`config.mk`:
```
export PLATFORM = sky130hd
export DESIGN_NAME = dist_sync_fifo_flat
export DESIGN_NICKNAME = d
export VERILOG_FILES = /design/src/rtl/dist_sync_fifo_if.sv /design/src/rtl/dist_sync_fifo.sv /design/src/flat_wrapper.sv
export SDC_FILE = /design/constraint.sdc
export NUM_CORES = 1
export LEC_CHECK = 0
export BUFFER_PORTS_ARGS = -buffer_cell sky130_fd_sc_hd__buf_4
export CAP_MARGIN = 20
export CORE_MARGIN = 2
export CORE_UTILIZATION = 52
export CTS_BUF_LIST = sky130_fd_sc_hd__clkbuf_8 sky130_fd_sc_hd__clkbuf_16
export CTS_CLUSTER_SIZE = 8
export DETAILED_ROUTE_END_ITERATION = 7
export GPL_TIMING_DRIVEN = 0
export PLACE_DENSITY = 0.69
export SLEW_MARGIN = 5
export SYNTH_ARGS = -nofsm -noshare
export SYNTH_HDL_FRONTEND = slang
export SYNTH_SLANG_ARGS = --single-unit
```
`constraint.sdc`:
```
create_clock -name clk -period 3.62 [get_ports clk]
set_input_delay 0.181 -clock clk [delete_from_list [all_inputs] [get_ports clk]]
set_output_delay 0.181 -clock clk [all_outputs]
set_load 0.02 [all_outputs]
```
`src/rtl/dist_sync_fifo_if.sv`:
```
// Bus bundle for dist_sync_fifo: write side, read side and status flags.
// Optional sticky error outputs exist only when DFIFO_ERR_FLAG_EN is defined.
interface dist_sync_fifo_if #(
    parameter int ADDR_WIDTH = 5,
    parameter int DATA_WIDTH = 32
);
    logic                  wr_en;
    logic [DATA_WIDTH-1:0] wr_data;
    logic                  full;
    logic                  almost_full;
    logic                  rd_en;
    logic [DATA_WIDTH-1:0] rd_data;
    logic                  rd_valid;
    logic                  empty;
    logic                  almost_empty;
    logic [ADDR_WIDTH:0]   count;
`ifdef DFIFO_ERR_FLAG_EN
    logic                  overflow;
    logic                  underflow;
`endif

    modport master (
`ifdef DFIFO_ERR_FLAG_EN
        input  overflow, underflow,
`endif
        output wr_en, wr_data, rd_en,
        input  full, almost_full, rd_data, rd_valid, empty, almost_empty, count
    );

    modport slave (
`ifdef DFIFO_ERR_FLAG_EN
        output overflow, underflow,
`endif
        input  wr_en, wr_data, rd_en,
        output full, almost_full, rd_data, rd_valid, empty, almost_empty, count
    );
endinterface

```
`src/rtl/dist_sync_fifo.sv`:
```
// Single-clock FIFO on distributed RAM with registered flags, count, flush and FWFT mode.
// Define DFIFO_ERR_FLAG_EN to add sticky overflow/underflow outputs.
module dist_sync_fifo #(
    parameter int ADDR_WIDTH      = 5,
    parameter int DATA_WIDTH      = 32,
    parameter int FWFT            = 0,
    parameter int ALMOST_FULL_TH  = 28,
    parameter int ALMOST_EMPTY_TH = 4
) (
    input  logic          clk,
    input  logic          rst_n,
    input  logic          clr,
    dist_sync_fifo_if.slave bus
);
    localparam int DEPTH = 1 << ADDR_WIDTH;
    localparam int CW    = ADDR_WIDTH + 1;
    localparam logic [CW-1:0] DEPTH_V = CW'(DEPTH);
    localparam logic [CW-1:0] AF_V    = CW'(ALMOST_FULL_TH);
    localparam logic [CW-1:0] AE_V    = CW'(ALMOST_EMPTY_TH);

    logic [DATA_WIDTH-1:0] mem [DEPTH];

    logic [CW-1:0]         wr_ptr_q, wr_ptr_d;
    logic [CW-1:0]         rd_ptr_q, rd_ptr_d;
    logic [CW-1:0]         count_q, count_d;
    logic [DATA_WIDTH-1:0] rd_data_q, rd_data_d;
    logic                  rd_valid_q, rd_valid_d;
    logic                  empty_q, empty_d;
    logic                  full_q;
    logic                  almost_full_q;
    logic                  almost_empty_q;

    logic                  wr_acc;
    logic                  rd_acc;
    logic                  load;
    logic                  ram_empty;
    logic [DATA_WIDTH-1:0] head_word;

    // Asynchronous read of the word at the read pointer.
    assign head_word = mem[rd_ptr_q[ADDR_WIDTH-1:0]];

    // Flush wins over a same-cycle write, so the RAM is left untouched.
    assign wr_acc = bus.wr_en & ~full_q & ~clr;

    always_ff @(posedge clk) begin
        if (wr_acc) begin
            mem[wr_ptr_q[ADDR_WIDTH-1:0]] <= bus.wr_data;
        end
    end

    always_comb begin
        rd_acc     = bus.rd_en & ~empty_q;
        ram_empty  = (wr_ptr_q == rd_ptr_q);
        load       = 1'b0;
        wr_ptr_d   = wr_ptr_q + CW'(wr_acc);
        count_d    = count_q;
        rd_data_d  = rd_data_q;
        rd_valid_d = 1'b0;
        empty_d    = 1'b1;

        if (wr_acc && !rd_acc) begin
            count_d = count_q + 1'b1;
        end else if (rd_acc && !wr_acc) begin
            count_d = count_q - 1'b1;
        end

        if (FWFT != 0) begin
            // Refill the holding register when it is vacant or being consumed.
            load       = (~rd_valid_q | rd_acc) & ~ram_empty;
            rd_valid_d = load | (rd_valid_q & ~rd_acc);
            empty_d    = ~rd_valid_d;
        end else begin
            load       = rd_acc;
            rd_valid_d = rd_acc;
            empty_d    = (count_d == '0);
        end

        rd_ptr_d = rd_ptr_q + CW'(load);
        if (load) begin
            rd_data_d = head_word;
        end
    end

    always_ff @(posedge clk or negedge rst_n) begin
        if (!rst_n) begin
            wr_ptr_q       <= '0;
            rd_ptr_q       <= '0;
            count_q        <= '0;
            rd_data_q      <= '0;
            rd_valid_q     <= 1'b0;
            empty_q        <= 1'b1;
            full_q         <= 1'b0;
            almost_full_q  <= 1'b0;
            almost_empty_q <= 1'b1;
        end else if (clr) begin
            wr_ptr_q       <= '0;
            rd_ptr_q       <= '0;
            count_q        <= '0;
            rd_data_q      <= '0;
            rd_valid_q     <= 1'b0;
            empty_q        <= 1'b1;
            full_q         <= 1'b0;
            almost_full_q  <= 1'b0;
            almost_empty_q <= 1'b1;
        end else begin
            wr_ptr_q       <= wr_ptr_d;
            rd_ptr_q       <= rd_ptr_d;
            count_q        <= count_d;
            rd_data_q      <= rd_data_d;
            rd_valid_q     <= rd_valid_d;
            empty_q        <= empty_d;
            full_q         <= (count_d == DEPTH_V);
            almost_full_q  <= (count_d >= AF_V);
            almost_empty_q <= (count_d <= AE_V);
        end
    end

    assign bus.full         = full_q;
    assign bus.almost_full  = almost_full_q;
    assign bus.rd_data      = rd_data_q;
    assign bus.rd_valid     = rd_valid_q;
    assign bus.empty        = empty_q;
    assign bus.almost_empty = almost_empty_q;
    assign bus.count        = count_q;

`ifdef DFIFO_ERR_FLAG_EN
    logic overflow_q;
    logic underflow_q;

    // Sticky: once a rejected access is seen it stays flagged until flushed.
    always_ff @(posedge clk or negedge rst_n) begin
        if (!rst_n) begin
            overflow_q  <= 1'b0;
            underflow_q <= 1'b0;
        end else if (clr) begin
            overflow_q  <= 1'b0;
            underflow_q <= 1'b0;
        end else begin
            overflow_q  <= overflow_q  | (bus.wr_en & full_q);
            underflow_q <= underflow_q | (bus.rd_en & empty_q);
        end
    end

    assign bus.overflow  = overflow_q;
    assign bus.underflow = underflow_q;
`endif
endmodule

```
`src/flat_wrapper.sv`:
```
// flat-port wrapper written by rule: the top's interface ports become plain ports
module dist_sync_fifo_flat 
#(
    parameter int ADDR_WIDTH      = 5,
    parameter int DATA_WIDTH      = 32,
    parameter int FWFT            = 0,
    parameter int ALMOST_FULL_TH  = 28,
    parameter int ALMOST_EMPTY_TH = 4
)
  (clk, rst_n, clr, bus_wr_en, bus_wr_data, bus_rd_en, bus_full, bus_almost_full, bus_rd_data, bus_rd_valid, bus_empty, bus_almost_empty, bus_count);
  dist_sync_fifo_if #(.ADDR_WIDTH(ADDR_WIDTH), .DATA_WIDTH(DATA_WIDTH)) bus_i ();
  input  logic clk;
  input  logic rst_n;
  input  logic clr;
  input wire logic [$bits(bus_i.wr_en)-1:0] bus_wr_en;
  input wire logic [$bits(bus_i.wr_data)-1:0] bus_wr_data;
  input wire logic [$bits(bus_i.rd_en)-1:0] bus_rd_en;
  output wire logic [$bits(bus_i.full)-1:0] bus_full;
  output wire logic [$bits(bus_i.almost_full)-1:0] bus_almost_full;
  output wire logic [$bits(bus_i.rd_data)-1:0] bus_rd_data;
  output wire logic [$bits(bus_i.rd_valid)-1:0] bus_rd_valid;
  output wire logic [$bits(bus_i.empty)-1:0] bus_empty;
  output wire logic [$bits(bus_i.almost_empty)-1:0] bus_almost_empty;
  output wire logic [$bits(bus_i.count)-1:0] bus_count;
  assign bus_i.wr_en = bus_wr_en;
  assign bus_i.wr_data = bus_wr_data;
  assign bus_i.rd_en = bus_rd_en;
  assign bus_full = bus_i.full;
  assign bus_almost_full = bus_i.almost_full;
  assign bus_rd_data = bus_i.rd_data;
  assign bus_rd_valid = bus_i.rd_valid;
  assign bus_empty = bus_i.empty;
  assign bus_almost_empty = bus_i.almost_empty;
  assign bus_count = bus_i.count;
  dist_sync_fifo #(.ADDR_WIDTH(ADDR_WIDTH), .DATA_WIDTH(DATA_WIDTH), .FWFT(FWFT), .ALMOST_FULL_TH(ALMOST_FULL_TH), .ALMOST_EMPTY_TH(ALMOST_EMPTY_TH)) u_core (.clk(clk), .rst_n(rst_n), .clr(clr), .bus(bus_i));
endmodule
```
==> load_flow_metrics.sql <==
INSERT INTO impl_metrics (metric_group, metric, value, unit) VALUES
('synthesis', 'yosys_register_bits', '1077', ''),
('drt', 'dr_total_vias', '20181', ''),
('synthesis', 'seq_area_frac_synth', '0.775', ''),
('synthesis', 'yosysWarningCount', '0', ''),
('setup_path', 'critical_path.startpoint_type', 'register', ''),
('flow_run', 'max_cap_violations', '0', ''),
('synthesis', 'synth_top_cells_by_area', 'sky130_fd_sc_hd__edfxtp_1 (74%), sky130_fd_sc_hd__mux4_2 (14%), sky130_fd_sc_hd__dfrtp_1 (3.1%)', ''),
('power', 'worst_vdd_drop', '443', 'uV'),
('cts', 'post-cts-setup-buffers', '0', ''),
('sta', 'max_frequency', '0.288', 'GHz'),
('power', 'design_power_total', '28.8', 'mW'),
('drt', 'routed_wl', '94900', 'microns'),
('synthesis', 'synth_top_cell_by_area', 'sky130_fd_sc_hd__edfxtp_1', ''),
('sta', 'slew_headroom', '0.259', ''),
('setup_path', 'cp-end-kind', 'register', ''),
('setup_path', 'critPathRequiredTime', '4.22', 'ns'),
('power', 'comb_power_share', '0.080', ''),
('sta', 'setup_viol', '0', ''),
('final_layout', 'drive_gt1_frac', '0.307', ''),
('setup_path', 'worstPathArrival', '4.07', 'ns'),
('final_layout', 'design_area', '49000', 'sq um'),
('final_layout', 'num-fill-cells', '5248', ''),
('drt', 'wl_met3', '8070', 'microns'),
('synthesis', 'async_reset_ff_frac', '0.0492', ''),
('grt', 'grtUsageTotal', '0.237', ''),
('power', 'power_frac_clock', '0.440', ''),
('synthesis', 'syn_area_per_cell', '22.6', 'sq um'),
('power', 'p_sw', '6.38', 'mW'),
('die', 'fp.dieW', '286', 'microns'),
('power', 'power.switching_fraction', '0.221', ''),
('die', 'die_area', '81900', 'sq um'),
('final_layout', 'final_nets', '2172', ''),
('cts', 'number_of_buffers_inserted_during_clock_tree_synthesis', '152', ''),
('drt', 'antenna_violating_nets_post_route', '0', ''),
('synthesis', 'synthesis.instances', '1832', ''),
('cts', 'ctsHtreeMaxLevel', '4', ''),
('drt', 'wire_length_per_cell', '29.1', 'microns'),
('drt', 'first_iter_violations', '2081', ''),
('grt', 'grt_overflow', '0', ''),
('synthesis', 'synth-edff-count', '1024', ''),
('grt', 'grt_max_degree', '54', ''),
('sta', 'post-route-min-period', '3.47', 'ns'),
('sta', 'grt_setup_unrepaired', 'false', ''),
('power', 'leakage', '15.7', 'nW'),
('cts', 'clk_root_buffer_cell', 'sky130_fd_sc_hd__clkbuf_16', ''),
('outcome', 'outcome', 'complete, no violations', ''),
('synthesis', 'netlist.area_leader.share', '0.743', ''),
('placed_design', 'preCtsSetupSlack', '-0.0422', 'ns'),
('cts', 'cts.sinks', '1077', ''),
('drt', 'drc', '0', ''),
('sta', 'timing.final.ws_setup', '0.151', 'ns'),
('drt', 'highest_layer', 'met5', ''),
('drt', 'met1Wirelength', '37700', 'microns'),
('die', 'core-area', '78900', 'sq um'),
('cts', 'cts_max_path_buffers', '3', ''),
('grt', 'grt_first_pass_wirelength', '139000', 'microns'),
('placed_design', 'globalplace.congestion', '0.841', ''),
('cts', 'worst_setup_hold_path_clk_slew', '0.05', 'ns'),
('power', 'total_power_density_per_cell_area', '589', 'nW/um^2'),
('placed_design', 'place.detailed.hpwl', '59100', 'microns'),
('setup_path', 'crit_path_class', 'reg2reg', ''),
('sta', 'setup_tns_after_final_layout', '0', 'ns'),
('grt', 'grt_pass1_vias', '21199', ''),
('die', 'io-pin-count', '80', ''),
('sta', 'final_setup_skew', '0.0177', 'ns'),
('sta', 'worst-slew-pin-transition', '1.11', 'ns'),
('die', 'floorplan.rows', '103', ''),
('setup_path', 'r2r_setup_slack', '0.15', 'ns'),
('die', 'initial_core_utilization', '0.525', ''),
('cts', 'tritoncts', 'yes', ''),
('final_layout', 'area.growth.synth_to_final', '18.4', '%');
[cell usage after synthesis (all sizes together), types with 9 or more instances]
| master | count |
|---|---|
| edfxtp | 1024 |
| mux4 | 256 |
| mux2 | 64 |
| clkbuf | 63 |
| dfrtp | 51 |
| nor2 | 49 |
| buf | 42 |
| nor2b | 38 |
| a21oi | 35 |
| a211oi | 34 |
| a22o | 33 |
| a221o | 32 |
| mux2i | 32 |
| nand2 | 9 |
[worst max-delay path, stage by stage (launching register included)]
cell	delay, ns
sky130_fd_sc_hd__dfrtp_1	0.31
sky130_fd_sc_hd__buf_2	0.29
sky130_fd_sc_hd__buf_2	0.43
sky130_fd_sc_hd__buf_2	0.47
sky130_fd_sc_hd__clkbuf_4	0.40
sky130_fd_sc_hd__buf_2	0.39
sky130_fd_sc_hd__mux2i_1	0.43
sky130_fd_sc_hd__a21oi_1	0.25
sky130_fd_sc_hd__a221o_1	0.35
[power groups by stage]
stage | Sequential [mW] | Clock, mW | Combinational, mW
6_report | 13.9 | 12.7 | 2.31
3_5_place_dp | 14.1 | 0 | 2.29
3_3_place_gp | 14.1 | 0 | 2.21
2_1_floorplan | 14.1 | 0 | 1.42
5_1_grt | 13.9 | 13.4 | 2.46
4_1_cts | 13.9 | 12.8 | 2.33
[timing repair]
| item | CTS | global route |
|---|---|---|
| hold endpoints to repair | 1077 | 0 |
| resized for setup | 2 | 3 |
| hold buffers | 33 | 0 |
| endpoints found under the setup margin | 3 | 10 |
| pin swaps | 0 | 0 |
[stage by stage]
| step | instances | utilization | hold WS [ns] |
|---|---|---|---|
| after detailed placement | 2992 | 0.562 | 0.302 |
| final | 3260 | 0.621 | 0.0753 |
| after global placement | 2960 | 0.549 | 0.276 |
| after floorplan | 1832 | - | -0.115 |
| after global routing | 3259 | 0.621 | 0.0954 |
| after CTS | 3259 | 0.621 | 0.0438 |
[metal layers]
layer,vias up,GRT usage
met2,962,0.377
li1,8366,-
met1,10697,0.326
met5,-,0
met4,6,0.0826
met3,150,0.0545
[layout by cell type (no fill, tap or decap), types with 4 or more instances in the layout]
cell type | Yosys | layout
sky130_fd_sc_hd__a211oi_1 | 34 | 34
sky130_fd_sc_hd__a21oi_1 | 35 | 35
sky130_fd_sc_hd__a221o_1 | 32 | 32
sky130_fd_sc_hd__a22o_1 | 33 | 33
sky130_fd_sc_hd__and3_1 | 4 | 4
sky130_fd_sc_hd__buf_1 | 5 | 5
sky130_fd_sc_hd__buf_12 | 0 | 12
sky130_fd_sc_hd__buf_16 | 0 | 20
sky130_fd_sc_hd__buf_2 | 21 | 20
sky130_fd_sc_hd__buf_4 | 6 | 84
sky130_fd_sc_hd__buf_6 | 10 | 10
sky130_fd_sc_hd__clkbuf_1 | 63 | 60
sky130_fd_sc_hd__clkbuf_16 | 0 | 155
sky130_fd_sc_hd__clkinv_8 | 0 | 8
sky130_fd_sc_hd__dfrtp_1 | 51 | 51
sky130_fd_sc_hd__dlygate4sd3_1 | 0 | 33
sky130_fd_sc_hd__edfxtp_1 | 1024 | 1024
sky130_fd_sc_hd__ha_1 | 6 | 6
sky130_fd_sc_hd__inv_1 | 4 | 70
sky130_fd_sc_hd__mux2_2 | 64 | 64
sky130_fd_sc_hd__mux2i_1 | 32 | 32
sky130_fd_sc_hd__mux4_2 | 256 | 256
sky130_fd_sc_hd__nand2_1 | 9 | 9
sky130_fd_sc_hd__nand3_1 | 7 | 7
sky130_fd_sc_hd__nand3b_1 | 4 | 4
sky130_fd_sc_hd__nand4_1 | 5 | 5
sky130_fd_sc_hd__nor2_1 | 49 | 17
sky130_fd_sc_hd__nor2_4 | 0 | 32
sky130_fd_sc_hd__nor2b_1 | 38 | 38
sky130_fd_sc_hd__or3_1 | 4 | 4
sky130_fd_sc_hd__xor2_1 | 5 | 5
[final timing paths]
kind	startpoint	endpoint	depth (start not counted)
min in group clk	bus_wr_en	u_core.bus.count[3]	5
max reg2reg	u_core.rd_ptr_q[2]	u_core.bus.rd_data[15]	8
min reg2reg	u_core.bus.rd_data[29]	u_core.bus.rd_data[29]	1
max in group asynchronous	rst_n	u_core.bus.rd_data[8]	2
max	u_core.rd_ptr_q[2]	u_core.bus.rd_data[15]	8
min	rst_n	u_core.bus.count[5]	2
[flip-flops by register name, indices dropped and copies added, names as in the netlist]
register / cells
u_core.bus.count: 6
u_core.mem: 1024
u_core.bus.full: 1
u_core.bus.almost_full: 1
u_core.rd_ptr_q: 5
u_core.bus.almost_empty: 1
u_core.bus.rd_valid: 1
u_core.wr_ptr_q: 5
u_core.bus.rd_data: 32
u_core.bus.empty: 1
[kinds of logic (layout without fill, tap and decap cells)]
logic type / after synthesis / in the layout / synth area share
AOI/OAI and AO/OA: 142 / 142 / 0.0266
xor gates and xnor gates: 8 / 8 / 0.00169
adders and majority gates: 6 / 6 / 0.00181
buffers and inverters: 111 / 488 / 0.0131
DFF: 1077 / 1077 / 0.775
muxes: 352 / 352 / 0.164
other: 0 / 1 / 0
and+or+nand+nor: 136 / 136 / 0.0174
[cell type report]
class / count / area (sq um) / share of cell area
sequential: 1077 / 32100 / 0.655
multi-input combinational: 644 / 9020 / 0.184
clock buffer: 155 / 3880 / 0.0792
timing repair buffer: 143 / 1710 / 0.0348
tap: 1050 / 1310 / 0.0268
buffer: 105 / 524 / 0.0107
clock inverter: 79 / 452 / 0.00922
inverter: 6 / 22.5 / 0.000460
antenna: 1 / 2.50 / 0.0000511
No activity file was read; power rests on OpenSTA's default activity.
